===== src/rtl/bus_pkg.sv =====
// Shared definitions for the serial-bus master endpoint: FSM encoding,
// default field widths and the slave-select field position.
package bus_pkg;

    localparam int DEF_ADDR_W  = 14;
    localparam int DEF_DATA_W  = 8;
    localparam int DEF_BURST_W = 3;

    // Header is address, then the read/write bit, then the burst field.
    localparam int HDR_LEN = DEF_ADDR_W + 1 + DEF_BURST_W;

    localparam int SEL_W   = 2;
    localparam int SEL_MSB = DEF_ADDR_W - 1;
    localparam int SEL_LSB = DEF_ADDR_W - SEL_W;

    typedef enum logic [2:0] {
        IDLE     = 3'd0,
        REQ      = 3'd1,
        ADDR     = 3'd2,
        WAIT_ACK = 3'd3,
        SPLIT    = 3'd4,
        WDATA    = 3'd5,
        RDATA    = 3'd6,
        DONE     = 3'd7
    } state_t;

endpackage


===== src/rtl/master_port_if.sv =====
// Serial shared-bus signals between one master endpoint and the
// arbiter/slave fabric.
interface master_port_if;

    logic request;
    logic grant;
    logic bus_out;
    logic bus_out_valid;
    logic bus_in;
    logic bus_in_valid;
    logic slave_ready;
    logic split;

    modport master (
        output request, bus_out, bus_out_valid,
        input  grant, bus_in, bus_in_valid, slave_ready, split
    );

    modport slave (
        input  request, bus_out, bus_out_valid,
        output grant, bus_in, bus_in_valid, slave_ready, split
    );

endinterface


===== src/rtl/master_port_shift_unit.sv =====
// Parallel-in/serial-out transmit register, serial-in/parallel-out receive
// register and a shared bit counter that wraps after the selected last bit.
module shift_unit #(
    parameter int TX_W  = 18,
    parameter int RX_W  = 8,
    parameter int CNT_W = 5
) (
    input  logic             clk,
    input  logic             reset,
    input  logic             tx_load,
    input  logic [TX_W-1:0]  tx_data,
    input  logic             tx_shift,
    input  logic             rx_en,
    input  logic             rx_bit,
    input  logic             cnt_clear,
    input  logic [CNT_W-1:0] cnt_last,
    output logic             tx_msb,
    output logic [RX_W-1:0]  rx_word,
    output logic             last_bit
);

    logic [TX_W-1:0]  tx_q;
    logic [RX_W-2:0]  rx_q;
    logic [CNT_W-1:0] bit_cnt;

    always_ff @(posedge clk) begin
        if (!reset) begin
            tx_q    <= '0;
            rx_q    <= '0;
            bit_cnt <= '0;
        end else begin
            if (tx_load)
                tx_q <= tx_data;
            else if (tx_shift)
                tx_q <= {tx_q[TX_W-2:0], 1'b0};

            if (rx_en)
                rx_q <= rx_word[RX_W-2:0];

            if (cnt_clear)
                bit_cnt <= '0;
            else if (tx_shift || rx_en)
                bit_cnt <= last_bit ? '0 : bit_cnt + 1'b1;
        end
    end

    // rx_word already includes the bit being sampled, so a full word is
    // available on the same edge that takes its last bit.
    assign tx_msb   = tx_q[TX_W-1];
    assign rx_word  = {rx_q, rx_bit};
    assign last_bit = (bit_cnt == cnt_last);

endmodule


===== src/rtl/master_port.sv =====
// Master endpoint: turns controller commands into serial bus transfers with
// request/grant, header shifting, split release/resume and read capture.
//
//  state    | meaning
//  IDLE     | waiting for enable
//  REQ      | requesting the bus
//  ADDR     | shifting the 18-bit header
//  WAIT_ACK | waiting for slave_ready or split
//  SPLIT    | bus released until split falls
//  WDATA    | shifting write beats
//  RDATA    | collecting read beats from bus_in
//  DONE     | one-cycle completion pulse
module master_port
    import bus_pkg::*;
#(
    parameter int ADDR_W  = DEF_ADDR_W,
    parameter int DATA_W  = DEF_DATA_W,
    parameter int BURST_W = DEF_BURST_W
) (
    input  logic               clk,
    input  logic               reset,
    input  logic               enable,
    input  logic               read_en,
    input  logic [BURST_W-1:0] burst_mode,
    input  logic [DATA_W-1:0]  data_in,
    input  logic [ADDR_W-1:0]  addr_in,
    master_port_if.master      bus,
    output logic               busy,
    output logic [DATA_W-1:0]  data_out,
    output logic               data_out_valid,
    output logic               done,
    output logic               error
);

    localparam int HDR_W = ADDR_W + 1 + BURST_W;
    localparam int CNT_W = $clog2(HDR_W);
    localparam logic [CNT_W-1:0] HDR_LAST  = CNT_W'(HDR_W - 1);
    localparam logic [CNT_W-1:0] DATA_LAST = CNT_W'(DATA_W - 1);

    state_t state_q, state_d;

    logic               cmd_rd_q;
    logic [BURST_W-1:0] cmd_burst_q;
    logic [DATA_W-1:0]  cmd_data_q;
    logic [ADDR_W-1:0]  addr_q;
    logic [BURST_W-1:0] beat_q;
    logic               hdr_sent_q;
    logic [DATA_W-1:0]  data_out_q;
    logic               dov_q;
    logic               err_q;

    logic               tx_load, tx_shift, rx_en, cnt_clear;
    logic [HDR_W-1:0]   tx_data;
    logic               latch_cmd, set_hdr, beat_adv, capture, abort;
    logic               tx_msb, last_bit;
    logic [DATA_W-1:0]  rx_word;
    logic [CNT_W-1:0]   cnt_last;
    logic [DATA_W-1:0]  beat_data_cur, beat_data_nxt;
    logic [HDR_W-1:0]   header;
    logic               last_beat;

    assign beat_data_cur = cmd_data_q + DATA_W'(beat_q);
    assign beat_data_nxt = beat_data_cur + 1'b1;
    assign header        = {addr_q, cmd_rd_q, cmd_burst_q};
    assign last_beat     = (beat_q == cmd_burst_q);
    assign cnt_last      = (state_q == ADDR) ? HDR_LAST : DATA_LAST;

    always_comb begin
        state_d   = state_q;
        tx_load   = 1'b0;
        tx_data   = {beat_data_cur, {(HDR_W-DATA_W){1'b0}}};
        tx_shift  = 1'b0;
        rx_en     = 1'b0;
        cnt_clear = 1'b0;
        latch_cmd = 1'b0;
        set_hdr   = 1'b0;
        beat_adv  = 1'b0;
        capture   = 1'b0;
        abort     = 1'b0;

        case (state_q)
            IDLE: begin
                if (enable) begin
                    latch_cmd = 1'b1;
                    state_d   = REQ;
                end
            end
            REQ: begin
                if (bus.grant) begin
                    cnt_clear = 1'b1;
                    // A resumed split transfer skips straight to its data phase.
                    if (!hdr_sent_q) begin
                        tx_load = 1'b1;
                        tx_data = header;
                        state_d = ADDR;
                    end else if (cmd_rd_q) begin
                        state_d = RDATA;
                    end else begin
                        tx_load = 1'b1;
                        state_d = WDATA;
                    end
                end
            end
            ADDR: begin
                if (!bus.grant) begin
                    abort   = 1'b1;
                    state_d = IDLE;
                end else begin
                    tx_shift = 1'b1;
                    if (last_bit) begin
                        set_hdr = 1'b1;
                        state_d = WAIT_ACK;
                    end
                end
            end
            WAIT_ACK: begin
                if (bus.split) begin
                    state_d = SPLIT;
                end else if (bus.slave_ready) begin
                    cnt_clear = 1'b1;
                    if (cmd_rd_q) begin
                        state_d = RDATA;
                    end else begin
                        tx_load = 1'b1;
                        state_d = WDATA;
                    end
                end
            end
            SPLIT: begin
                if (!bus.split)
                    state_d = REQ;
            end
            WDATA: begin
                if (!bus.grant) begin
                    abort   = 1'b1;
                    state_d = IDLE;
                end else begin
                    tx_shift = 1'b1;
                    if (last_bit) begin
                        beat_adv = 1'b1;
                        if (last_beat) begin
                            state_d = DONE;
                        end else begin
                            tx_load = 1'b1;
                            tx_data = {beat_data_nxt, {(HDR_W-DATA_W){1'b0}}};
                        end
                    end
                end
            end
            RDATA: begin
                if (!bus.grant) begin
                    abort   = 1'b1;
                    state_d = IDLE;
                end else if (bus.bus_in_valid) begin
                    rx_en = 1'b1;
                    if (last_bit) begin
                        capture  = 1'b1;
                        beat_adv = 1'b1;
                        if (last_beat)
                            state_d = DONE;
                    end
                end
            end
            DONE: begin
                state_d = IDLE;
            end
            default: begin
                state_d = IDLE;
            end
        endcase
    end

    always_ff @(posedge clk) begin
        if (!reset) begin
            state_q     <= IDLE;
            cmd_rd_q    <= 1'b0;
            cmd_burst_q <= '0;
            cmd_data_q  <= '0;
            addr_q      <= '0;
            beat_q      <= '0;
            hdr_sent_q  <= 1'b0;
            data_out_q  <= '0;
            dov_q       <= 1'b0;
            err_q       <= 1'b0;
        end else begin
            state_q <= state_d;
            dov_q   <= capture;
            err_q   <= abort;
            if (latch_cmd) begin
                cmd_rd_q    <= read_en;
                cmd_burst_q <= burst_mode;
                cmd_data_q  <= data_in;
                addr_q      <= addr_in;
                beat_q      <= '0;
                hdr_sent_q  <= 1'b0;
            end
            if (set_hdr)
                hdr_sent_q <= 1'b1;
            if (beat_adv) begin
                beat_q <= beat_q + 1'b1;
                addr_q <= addr_q + 1'b1;
            end
            if (capture)
                data_out_q <= rx_word;
        end
    end

    shift_unit #(
        .TX_W  (HDR_W),
        .RX_W  (DATA_W),
        .CNT_W (CNT_W)
    ) u_shift (
        .clk       (clk),
        .reset     (reset),
        .tx_load   (tx_load),
        .tx_data   (tx_data),
        .tx_shift  (tx_shift),
        .rx_en     (rx_en),
        .rx_bit    (bus.bus_in),
        .cnt_clear (cnt_clear),
        .cnt_last  (cnt_last),
        .tx_msb    (tx_msb),
        .rx_word   (rx_word),
        .last_bit  (last_bit)
    );

    assign bus.request       = (state_q == REQ) || (state_q == ADDR) || (state_q == WAIT_ACK) ||
                               (state_q == WDATA) || (state_q == RDATA);
    assign bus.bus_out_valid = (state_q == ADDR) || (state_q == WDATA);
    assign bus.bus_out       = bus.bus_out_valid & tx_msb;
    assign busy              = (state_q != IDLE);
    assign done              = (state_q == DONE);
    assign data_out          = data_out_q;
    assign data_out_valid    = dov_q;
    assign error             = err_q;

endmodule


===== src/flat_wrapper.sv =====
// flat-port wrapper written by rule: the top's interface ports become plain ports
module master_port_flat import bus_pkg::*;
#(
    parameter int ADDR_W  = DEF_ADDR_W,
    parameter int DATA_W  = DEF_DATA_W,
    parameter int BURST_W = DEF_BURST_W
)
  (clk, reset, enable, read_en, burst_mode, data_in, addr_in, busy, data_out, data_out_valid, done, error, bus_request, bus_bus_out, bus_bus_out_valid, bus_grant, bus_bus_in, bus_bus_in_valid, bus_slave_ready, bus_split);
  master_port_if bus_i ();
  input  logic clk;
  input  logic reset;
  input  logic enable;
  input  logic read_en;
  input  logic [BURST_W-1:0] burst_mode;
  input  logic [DATA_W-1:0] data_in;
  input  logic [ADDR_W-1:0] addr_in;
  output logic busy;
  output logic [DATA_W-1:0] data_out;
  output logic data_out_valid;
  output logic done;
  output logic error;
  output wire logic [$bits(bus_i.request)-1:0] bus_request;
  output wire logic [$bits(bus_i.bus_out)-1:0] bus_bus_out;
  output wire logic [$bits(bus_i.bus_out_valid)-1:0] bus_bus_out_valid;
  input wire logic [$bits(bus_i.grant)-1:0] bus_grant;
  input wire logic [$bits(bus_i.bus_in)-1:0] bus_bus_in;
  input wire logic [$bits(bus_i.bus_in_valid)-1:0] bus_bus_in_valid;
  input wire logic [$bits(bus_i.slave_ready)-1:0] bus_slave_ready;
  input wire logic [$bits(bus_i.split)-1:0] bus_split;
  assign bus_request = bus_i.request;
  assign bus_bus_out = bus_i.bus_out;
  assign bus_bus_out_valid = bus_i.bus_out_valid;
  assign bus_i.grant = bus_grant;
  assign bus_i.bus_in = bus_bus_in;
  assign bus_i.bus_in_valid = bus_bus_in_valid;
  assign bus_i.slave_ready = bus_slave_ready;
  assign bus_i.split = bus_split;
  master_port #(.ADDR_W(ADDR_W), .DATA_W(DATA_W), .BURST_W(BURST_W)) u_core (.clk(clk), .reset(reset), .enable(enable), .read_en(read_en), .burst_mode(burst_mode), .data_in(data_in), .addr_in(addr_in), .bus(bus_i), .busy(busy), .data_out(data_out), .data_out_valid(data_out_valid), .done(done), .error(error));
endmodule

===== config.mk =====
export PLATFORM = sky130hd
export DESIGN_NAME = master_port_flat
export DESIGN_NICKNAME = d
export VERILOG_FILES = /design/src/rtl/bus_pkg.sv /design/src/rtl/master_port_if.sv /design/src/rtl/master_port_shift_unit.sv /design/src/rtl/master_port.sv /design/src/flat_wrapper.sv
export SDC_FILE = /design/constraint.sdc
export NUM_CORES = 1
export LEC_CHECK = 0
export CORE_ASPECT_RATIO = 1.25
export CORE_UTILIZATION = 50
export DETAILED_ROUTE_END_ITERATION = 6
export PLACE_DENSITY = 0.73
export SLEW_MARGIN = 20
export SYNTH_ARGS = -nofsm -noshare
export SYNTH_HDL_FRONTEND = slang
export SYNTH_SLANG_ARGS = --single-unit

===== constraint.sdc =====
create_clock -name clk -period 3.7 [get_ports clk]
set_input_delay 0.555 -clock clk [delete_from_list [all_inputs] [get_ports clk]]
set_output_delay 0.555 -clock clk [all_outputs]
set_load 0.03 [all_outputs]

==> flow_summary.json <==
{
  "status": "finished, final reports clean",
  "numCtsBuffers": 9,
  "cts_setup_buffers": 0,
  "critPathKind": "reg -> out",
  "antenna_found_initial": 0,
  "synth_edf_count": 0,
  "worst_pin_slew_ns": 0.817,
  "die_area_sq_um": 8520,
  "cts_buffer_depth": 2,
  "required_ns": 3.14,
  "initial_core_util": 0.520,
  "synth_top_family_by_area": "simple AND/OR/NAND/NOR gates",
  "yosys_register_bits": 73,
  "hold_class": "reg -> reg",
  "setup_viol": 0,
  "ys.flop_type": "dfxtp_1",
  "grt_usage": 0.244,
  "portBuffers": 48,
  "cp-end-kind": "output port",
  "powerDensity_nw_per_um2": 541,
  "synth-simple-area-share": 0.234,
  "io_pins": 49,
  "routed_wl_um": 9790,
  "synth_fp_nets": 541,
  "period_needed_ns": 2.94,
  "drc": 0,
  "finalHoldViolCount": 0,
  "globalRoute.totalOverflow": 0,
  "cts.sinks": 73,
  "finalCritPeriodShare": 0.795,
  "finalPower_mw": 2.59,
  "drv_cap": 0,
  "skew_ns": 0.00910,
  "synth-async-reset-ratio": 0,
  "muxShareOfSynthArea": 0.0685,
  "htreeDepth": 3,
  "core.rowCount": 36,
  "syn_area_per_cell_sq_um": 8.16,
  "vias": 3803,
  "fin_nets": 576,
  "hpwl_um": 6910,
  "post-route-util": 0.610,
  "setup_tns_ns": 0,
  "synth_area_sq_um": 4070,
  "dieHeight_um": 103,
  "wl_per_cell_um": 15.4,
  "core-area_sq_um": 7840,
  "leakagePower_nw": 1.76,
  "drtAntennaViolNets": 0,
  "hold_buffers": 0,
  "fmax_ghz": 0.340,
  "cts_tree": "built",
  "synth_xor_area_frac": 0.0258,
  "first_iter_violations": 233,
  "yosys_warnings": 0,
  "gp_congestion": 0.878,
  "slew_headroom": 0.455,
  "synthAdderAreaFrac": 0.0264,
  "viasPerCell": 6.00,
  "r2r_slack_ns": 1.14,
  "grt_pass1_vias": 3437,
  "dp_slack_ns": 0.714,
  "path_max_fanout": 17,
  "clkTransAtPathRegs_ns": 0.08,
  "drive_gt1_frac": 0.100,
  "fin_ws_ns": 0.757,
  "firstDrtPassIters": 5,
  "clk-insertion-delay-late_ns": 0.35,
  "root_buffer": "clkbuf_8",
  "seq_area_frac_synth": 0.359,
  "diodes": 0,
  "ir_worst_vdd_uv": 300,
  "synth_compound_area_frac": 0.233,
  "grt_pass1_wl_um": 15900,
  "start_kind": "flop",
  "syn2layout_area_growth_pct": 17.4,
  "cts_resized": 0,
  "slew_viol_final": 0,
  "synthCells": 499,
  "arrival_ns": 2.39,
  "synth_cell_types": 65,
  "grt_setup_unrepaired": "false",
  "grt_max_degree": 49,
  "die_x_um": 82.7
}
-- layout make-up --
| type | instances | area (sq um) |
|---|---|---|
| Timing Repair Buffer | 59 | 563 |
| Fill cell | 719 | 3060 |
| Sequential cell | 73 | 1460 |
| Clock buffer | 9 | 124 |
| Multi-Input combinational cell | 380 | 2390 |
| Tap cell | 95 | 119 |
| Clock inverter | 7 | 77.6 |
| Inverter | 11 | 41.3 |
-- layer usage --
| layer | track usage | wire [um] | share of wire | vias up |
|---|---|---|---|---|
| met1 | 0.295 | 4310 | 0.44 | 1784 |
| met2 | 0.416 | 4750 | 0.49 | 114 |
| met3 | 0.0416 | 502 | 0.051 | 24 |
| li1 | - | - | - | 1881 |
| met4 | 0.113 | 223 | 0.023 | 0 |
| met5 | 0 | 0 | 0 | - |
-- cell families after synthesis --
kind of cell,count (synthesis)
simple gates,187
xor+xnor,12
flops,73
fa+ha+maj,8
compound gates,147
mux,26
buf+inv,46
-- cells in the mapped netlist, types with 3 or more instances --
cell type   n  area (sq um)
clkbuf_1   17          63.8
a21boi_0    3          22.5
a221oi_1    5          43.8
nand3_1    18          90.1
nand2_1    51           191
mux2i_1    13           130
a22oi_1    10          75.1
xor2_1      7          61.3
xnor2_1     5          43.8
nand2b_1    6          37.5
nand3b_1    5          37.5
and4_1      3          26.3
nand4_1     7          43.8
ha_1        7          87.6
nor3_1      8          40.0
and3_1     12          75.1
buf_2      12          60.1
mux2_2     12           135
nor2b_1     7          43.8
o21ai_1     8          40.0
a21oi_1    58           290
dfxtp_1    73          1460
a211oi_1    8          60.1
nor2_1     49           184
and2_1      3          18.8
o21ai_0    15          75.1
inv_1      10          37.5
a32oi_1     5          43.8
a31oi_1    10          62.6
buf_6       3          33.8
-- state kept, by name (all words and copies together), names as in the netlist --
signal and cells:
u_core.cmd_rd_q 1, u_core.data_out_valid 1, u_core.u_shift.rx_q 7, u_core.state_q 3, u_core.hdr_sent_q 1, u_core.u_shift.tx_q 18, u_core.cmd_burst_q 3, u_core.cmd_data_q 8
u_core.u_shift.bit_cnt 5, u_core.beat_q 3, u_core.data_out 8, u_core.error 1, u_core.addr_q 14
-- worst paths after layout --
check / start / cells past startpoint / to
max: u_core.state_q[2] / 4 / bus_bus_out
min: u_core.data_out[2] / 2 / u_core.data_out[2]
max reg2reg: u_core.state_q[0] / 7 / u_core.u_shift.tx_q[9]
min reg2reg: u_core.data_out[2] / 2 / u_core.data_out[2]
-- per-stage QoR --
step                hold WS, ns  instances  instance area (sq um)
global route              0.476        634                   4780
finish                    0.455        634                   4780
floorplan                 0.440        499                   4070
detailed placement        0.447        618                   4580
CTS                       0.459        634                   4780
global placement          0.443        618                   4580
-- layout by cell type, fill, tap and decap left out, drive strengths merged, types with 8 or more instances in the layout --
cell	Yosys	final
dfxtp	73	73
a21oi	58	58
nand2	51	51
nor2	51	51
clkdlybuf4s50	0	48
o21ai	23	23
nand3	20	20
mux2i	14	14
inv	11	13
and3	12	12
mux2	12	12
buf	18	11
a31oi	10	10
a22oi	10	10
nor3	10	10
clkbuf	17	9
a211oi	8	8
-- worst max-delay path, stage by stage (launching register included) --
cell and delay, ns:
dfxtp_1 0.72, and3b_1 0.45, nor2_1 0.09, nor2b_1 0.11, clkdlybuf4s50_1 0.67
-- power breakdown --
group / internal [mW] / total, mW / leakage [nW] / switching, mW
Combinational: 0.362 / 0.894 / 1.07 / 0.532
Sequential: 0.895 / 1.05 / 0.593 / 0.157
Clock: 0.317 / 0.642 / 0.100 / 0.325
Total: 1.57 / 2.59 / 1.76 / 1.01
Note: power is estimated with default switching activity, not from simulation.
